--- src/rtl/ula_pkg.sv ---
// ============================================================================
// ula_pkg : opcodes, FSM states and flag indices for ula_sequencial_nbits
// Rev 1.0
// ============================================================================
`default_nettype none

package ula_pkg;

  localparam logic [2:0] OP_ADD = 3'b000;
  localparam logic [2:0] OP_SUB = 3'b001;
  localparam logic [2:0] OP_AND = 3'b010;
  localparam logic [2:0] OP_OR  = 3'b011;
  localparam logic [2:0] OP_XOR = 3'b100;
  localparam logic [2:0] OP_SHL = 3'b101;
  localparam logic [2:0] OP_SHR = 3'b110;
  localparam logic [2:0] OP_MUL = 3'b111;

  typedef enum logic [0:0] {
    S_IDLE = 1'b0,
    S_MUL  = 1'b1
  } state_t;

  localparam int FLAG_ZERO  = 0;
  localparam int FLAG_CARRY = 1;
  localparam int FLAG_OV    = 2;
  localparam int FLAG_NEG   = 3;
  localparam int FLAG_W     = 4;

endpackage

`default_nettype wire

--- src/rtl/multiplicador_seq.sv ---
// ============================================================================
// multiplicador_seq : unsigned shift-add multiplier, one multiplier bit per cycle
// Rev 1.0
// ============================================================================
`default_nettype none

module multiplicador_seq #(
  parameter int WIDTH = 8
) (
  input  logic                 clk,
  input  logic                 rst,
  input  logic                 load,
  input  logic [WIDTH-1:0]     multiplicand,
  input  logic [WIDTH-1:0]     multiplier,
  output logic                 busy,
  output logic                 done,
  output logic [2*WIDTH-1:0]   product
);

  localparam int CW = $clog2(WIDTH) + 1;
  localparam logic [CW-1:0] C_LAST = CW'(WIDTH - 1);

  logic [2*WIDTH-1:0] r_mcand;
  logic [2*WIDTH-1:0] r_prod;
  logic [WIDTH-1:0]   r_mplier;
  logic [CW-1:0]      r_count;
  logic               r_busy;

  // Bit 0 is folded into the load edge so the product is final after
  // WIDTH-1 further edges; done then lets the owner capture it on the next one.
  always_ff @(posedge clk or posedge rst) begin
    if (rst) begin
      r_mcand  <= '0;
      r_prod   <= '0;
      r_mplier <= '0;
      r_count  <= '0;
      r_busy   <= 1'b0;
    end else if (load) begin
      r_busy   <= 1'b1;
      r_count  <= C_LAST;
      r_mcand  <= {{WIDTH{1'b0}}, multiplicand} << 1;
      r_mplier <= multiplier >> 1;
      r_prod   <= multiplier[0] ? {{WIDTH{1'b0}}, multiplicand} : '0;
    end else if (r_busy) begin
      if (r_count == '0) begin
        r_busy <= 1'b0;
      end else begin
        if (r_mplier[0]) r_prod <= r_prod + r_mcand;
        r_mcand  <= r_mcand << 1;
        r_mplier <= r_mplier >> 1;
        r_count  <= r_count - CW'(1);
      end
    end
  end

  assign busy    = r_busy;
  assign done    = r_busy && (r_count == '0);
  assign product = r_prod;

endmodule

`default_nettype wire

--- src/rtl/ula_sequencial_nbits.sv ---
// ============================================================================
// ula_sequencial_nbits : registered N-bit ALU with accumulator and seq. multiply
// Rev 1.0
// ============================================================================
`default_nettype none

module ula_sequencial_nbits
  import ula_pkg::*;
#(
  parameter int WIDTH = 8
) (
  input  logic             clk,
  input  logic             rst,
  input  logic             start,
  input  logic [2:0]       op,
  input  logic             use_acc,
  input  logic [WIDTH-1:0] a,
  input  logic [WIDTH-1:0] b,
  output logic             busy,
  output logic             done,
  output logic [WIDTH-1:0] result,
  output logic             flag_zero,
  output logic             flag_carry,
  output logic             flag_ov,
  output logic             flag_neg
);

  localparam int SHW = $clog2(WIDTH);

  state_t               r_state, w_state_next;
  logic [WIDTH-1:0]     r_result;
  logic [FLAG_W-1:0]    r_flags;
  logic                 r_done;

  logic                 w_accept, w_load, w_mul_fin;
  logic                 w_mul_busy, w_mul_done;
  logic [2*WIDTH-1:0]   w_product;
  logic [WIDTH-1:0]     w_op_a, w_res, w_mul_lo;
  logic                 w_carry, w_ov;
  logic [WIDTH:0]       w_sum, w_diff, w_shl, w_shr;
  logic [SHW-1:0]       w_amt;

  // result doubles as the accumulator
  assign w_op_a = use_acc ? r_result : a;
  assign w_amt  = b[SHW-1:0];
  assign w_sum  = {1'b0, w_op_a} + {1'b0, b};
  assign w_diff = {1'b0, w_op_a} - {1'b0, b};
  assign w_shl  = {1'b0, w_op_a} << w_amt;
  assign w_shr  = {w_op_a, 1'b0} >> w_amt;
  assign w_mul_lo = w_product[WIDTH-1:0];

  multiplicador_seq #(.WIDTH(WIDTH)) u_mult (
    .clk          (clk),
    .rst          (rst),
    .load         (w_load),
    .multiplicand (w_op_a),
    .multiplier   (b),
    .busy         (w_mul_busy),
    .done         (w_mul_done),
    .product      (w_product)
  );

  always_ff @(posedge clk or posedge rst) begin
    if (rst) r_state <= S_IDLE;
    else     r_state <= w_state_next;
  end

  always_comb begin
    w_state_next = r_state;
    w_accept     = 1'b0;
    w_load       = 1'b0;
    w_mul_fin    = 1'b0;
    case (r_state)
      S_IDLE: begin
        if (start) begin
          if (op == OP_MUL) begin
            w_load       = 1'b1;
            w_state_next = S_MUL;
          end else begin
            w_accept = 1'b1;
          end
        end
      end
      S_MUL: begin
        if (w_mul_done) begin
          w_mul_fin    = 1'b1;
          w_state_next = S_IDLE;
        end
      end
      default: w_state_next = S_IDLE;
    endcase
  end

  // Shifts keep the last bit shifted out in the extra position of w_shl/w_shr.
  always_comb begin
    w_res   = '0;
    w_carry = 1'b0;
    w_ov    = 1'b0;
    case (op)
      OP_ADD: begin
        {w_carry, w_res} = w_sum;
        w_ov = (w_op_a[WIDTH-1] == b[WIDTH-1]) && (w_sum[WIDTH-1] != w_op_a[WIDTH-1]);
      end
      OP_SUB: begin
        {w_carry, w_res} = w_diff;
        w_ov = (w_op_a[WIDTH-1] != b[WIDTH-1]) && (w_diff[WIDTH-1] != w_op_a[WIDTH-1]);
      end
      OP_AND:  w_res = w_op_a & b;
      OP_OR:   w_res = w_op_a | b;
      OP_XOR:  w_res = w_op_a ^ b;
      OP_SHL:  {w_carry, w_res} = w_shl;
      OP_SHR:  {w_res, w_carry} = w_shr;
      default: ;
    endcase
  end

  always_ff @(posedge clk or posedge rst) begin
    if (rst) begin
      r_result <= '0;
      r_flags  <= '0;
      r_done   <= 1'b0;
    end else begin
      r_done <= w_accept | w_mul_fin;
      if (w_accept) begin
        r_result            <= w_res;
        r_flags[FLAG_ZERO]  <= (w_res == '0);
        r_flags[FLAG_CARRY] <= w_carry;
        r_flags[FLAG_OV]    <= w_ov;
        r_flags[FLAG_NEG]   <= w_res[WIDTH-1];
      end else if (w_mul_fin) begin
        r_result            <= w_mul_lo;
        r_flags[FLAG_ZERO]  <= (w_mul_lo == '0);
        r_flags[FLAG_CARRY] <= 1'b0;
        r_flags[FLAG_OV]    <= (w_product[2*WIDTH-1:WIDTH] != '0);
        r_flags[FLAG_NEG]   <= w_mul_lo[WIDTH-1];
      end
    end
  end

  assign busy       = w_mul_busy;
  assign done       = r_done;
  assign result     = r_result;
  assign flag_zero  = r_flags[FLAG_ZERO];
  assign flag_carry = r_flags[FLAG_CARRY];
  assign flag_ov    = r_flags[FLAG_OV];
  assign flag_neg   = r_flags[FLAG_NEG];

endmodule

`default_nettype wire

--- config.mk ---
export PLATFORM = sky130hd
export DESIGN_NAME = ula_sequencial_nbits
export DESIGN_NICKNAME = d
export VERILOG_FILES = /design/src/rtl/ula_pkg.sv /design/src/rtl/multiplicador_seq.sv /design/src/rtl/ula_sequencial_nbits.sv
export SDC_FILE = /design/constraint.sdc
export NUM_CORES = 1
export LEC_CHECK = 0
export BUFFER_PORTS_ARGS = -buffer_cell sky130_fd_sc_hd__buf_2
export CORE_MARGIN = 3
export CORE_UTILIZATION = 52
export DETAILED_ROUTE_END_ITERATION = 8
export PLACE_DENSITY = 0.82
export SLEW_MARGIN = 5
export SYNTH_ARGS = -nofsm -noshare
export SYNTH_HDL_FRONTEND = slang
export SYNTH_SLANG_ARGS = --single-unit
--- constraint.sdc ---
create_clock -name clk -period 2.8 [get_ports clk]
set_input_delay 0.28 -clock clk [delete_from_list [all_inputs] [get_ports clk]]
set_output_delay 0.28 -clock clk [all_outputs]
set_load 0.05 [all_outputs]
==> key figures <==
Run status
  – Status: complete, but fails checks
  – Failing checks: negative setup slack

Global routing
  – Pin count of the biggest net entering global routing: 57
  – First-pass GRT wire length: approximately 25 mm
  – Vias in the first global route: roughly 5000
  – Antenna violations before repair: 0
  – GR Overflow Total: 0
  – Tot GR Track Use: 28.6%

STA
  – Final Hold Fails: 0
  – Final Skew: 10.8 ps
  – Final Max Slew Viols: 0
  – Final worst slack: -13.3 ps
  – Least-Margin Pin Slew: 831 ps
  – Max Clock Freq: 355 MHz
  – Fin crit share: 100%
  – RSZ-0062 raised after global routing: true
  – Slew HR: between 40% and 50%
  – Final Critical Period: 2810 ps
  – Finish-stage setup viols: 1

Min path
  – HP Class: primary input to asynchronous set/reset pin

CTS
  – Cts hold-fix bufs: 0
  – Clock buffer depth: 2
  – H-Tree Level Count: 2
  – Num CTS Buffers: 5
  – Worst skew pair latency: between 300 and 400 ps
  – Root buffer cell: clkbuf_8
  – CTS tree: built
  – Clk sink count: 56
  – Clk slew on worst S/H paths: 110 ps

Yosys
  – Ys Warns: 0
  – Synth cell types: 77
  – EDFF count, synth: 0
  – Commonest cells post-synth: nand2_1, dfrtp_1, a21oi_1
  – Ys async rst share: 100%
  – Post-synthesis cell count: 603
  – Commonest register cell after synthesis: dfrtp_1
  – Avg Cell Area, Syn: 8.40 sq um
  – Most frequent cell after synthesis: nand2_1
  – Post-synthesis sequential area ratio: approximately 28%
  – Synth Net Count: 670
  – Post-synth top area share: 27.7%
  – Synth Register Bits: 56
  – Leading area contributor after synthesis: dfrtp_1
  – Synth top area cells: dfrtp_1, ha_1, nand2_1
  – Post-Syn Area: roughly 0.005 sq mm

Floorplanning
  – Horiz. Die Dim: 105 um
  – Boundary pin count: 37
  – CORE AREA: about 0.0094 sq mm
  – Initial Util: 54.1%
  – Std cell rows: 35
  – Die Ht: 105 um
  – Die area: 0.0110 sq mm

Placed design
  – Port bufs: 36
  – Routability cong.: 0.992
  – Inst Count DP: just over 800
  – Hpwl dp: between 10 and 15 mm

Worst setup path
  – Nature of the critical path startpoint: flop
  – Crit path max-delay cell type: fa_1
  – CP required: about 3000 ps
  – CP max FO: 3
  – Reg-to-Reg Start: result[0]$_DFFE_PP0P_
  – Setup crit end kind: flop
  – Crit path DAT: 3020 ps
  – R2R cell count: 11
  – Largest delay contributor family on the critical path: adder cells
  – Flop2flop setup slack: -10 ps
  – Worst path max stage delay: 470 ps
  – Buf/Inv on CP: 2
  – Worst r2r dst: r_flags[0]$_DFFE_PP0P_
  – Setup CP Type: flop to flop
  – Cell chain of the critical path: mux2i_4 -> ha_2 -> inv_2 -> fa_1 -> inv_1 -> mux4_2 -> o211a_1 -> o211ai_1 -> nor3_1 -> and4_1 -> a32o_1

Cells and area
  – Number of diodes: 0
  – Layout Nets: roughly 760
  – Post-route insts no fill: 821
  – Post-synthesis to final-layout area growth: 17.2%
  – Share of cells above drive strength 1: 24.0%

Routing
  – 1st-iter DRT viols: 432
  – Vias: ~5100
  – # DRC: 0
  – Total Wirelength: 15.7 mm
  – Post-DR wirelength/cell: around 19 um
  – Post-route antenna net violation count: 0
  – Via density: 6.17
  – DRT Pass-1 Iters: 5

Power and ir drop
  – Tot Pwr: 0.00526 W
  – Max IR drop VDD: 0.554 mV
  – PwrDens: 886 mW/mm^2
  – Leak: 2.77 nW

Job
  – Max_cap viols: 0
## metal layers
layer  wire [um]  vias up  GRT usage [%]
met1        7180     2464           41.7
met3        1090       32           4.63
met4         326        0           6.37
met2        7150      217           45.0
li1            -     2350              -
met5           0        -              0
## cells in the final DEF, fill, tap and decap left out, types with 15 or more instances in the layout
cell type,instances
a31oi_1,15
buf_2,36
dfrtp_1,54
a21oi_1,48
inv_1,32
nand3_1,15
ha_1,39
nor2_1,46
nand2_1,83
buf_4,78
mux2i_1,19
o21ai_0,26
xnor2_1,15
## repair_timing
| action | CTS | global route |
|---|---|---|
| setup endpoints to repair | 1 | 4 |
| gates resized for setup | 0 | 5 |
| pin swaps | 2 | 1 |
| setup buffers | 4 | 0 |
## per-stage QoR
stage | hold slack, ps | cell area (sq um) | setup TNS, ps | utilization, % | setup slack, ps
detailed placement | 471 | 5790 | -220 | 61.8 | -98.5
finish | 136 | 5940 | -13.3 | 63.3 | -13.3
CTS | 179 | 5920 | 0 | 63.1 | 4.40
global placement | 489 | 5790 | -149 | 61.8 | -81.8
global route | 210 | 5940 | -75.3 | 63.3 | -75.3
floorplan | 444 | 5100 | -47.6 | - | -47.6
## logic make-up (layout without fill, tap and decap cells)
kind of cell	Yosys count	count (layout)	share of synthesized area, %
and+or+nand+nor	214	214	20.6
AOI/OAI and AO/OA	161	161	20.6
buffers and inverters	76	165	7.11
DFF	56	56	27.7
adders and majority gates	44	44	11.3
muxes	34	34	9.61
xor gates and xnor gates	18	18	3.11
## worst max path at each step
stage | end | slack [ps] | depth (start not counted) | start
floorplan | r_flags[0]$_DFFE_PP0P_ | -50 | 13 | use_acc
global placement | r_flags[0]$_DFFE_PP0P_ | -80 | 12 | use_acc
detailed placement | r_flags[0]$_DFFE_PP0P_ | -100 | 12 | use_acc
CTS | r_flags[0]$_DFFE_PP0P_ | 4 | 11 | result[0]$_DFFE_PP0P_
global route | r_flags[0]$_DFFE_PP0P_ | -80 | 12 | result[0]$_DFFE_PP0P_
finish | r_flags[0]$_DFFE_PP0P_ | -10 | 11 | result[0]$_DFFE_PP0P_
## worst min-delay path, stage by stage
cell	delay, ps
buf_2	100
inv_2	30
buf_4	550
## final cells by class
cell class              count  area, sq um
multi-input cells         471         3350
clock inverters             2         13.8
clock buffers               6         82.6
fillers                   829         3440
repair buffers            114          766
inverters                  43          161
flip-flops and latches     56         1400
well taps                 129          161
## flip-flops by register name (all words and copies together) (netlist names)
signal	cells
done	1
r_flags	3
r_state	1
result	8
u_mult.busy	1
u_mult.product	16
u_mult.r_count	4
u_mult.r_mcand	15
u_mult.r_mplier	7
## where the power goes
part           switching (W)  total, W  internal [W]
registers           0.000322   0.00148       0.00115
logic                0.00191   0.00329       0.00138
clock network       0.000286  0.000490      0.000204
(Power assumes the default switching activity.)
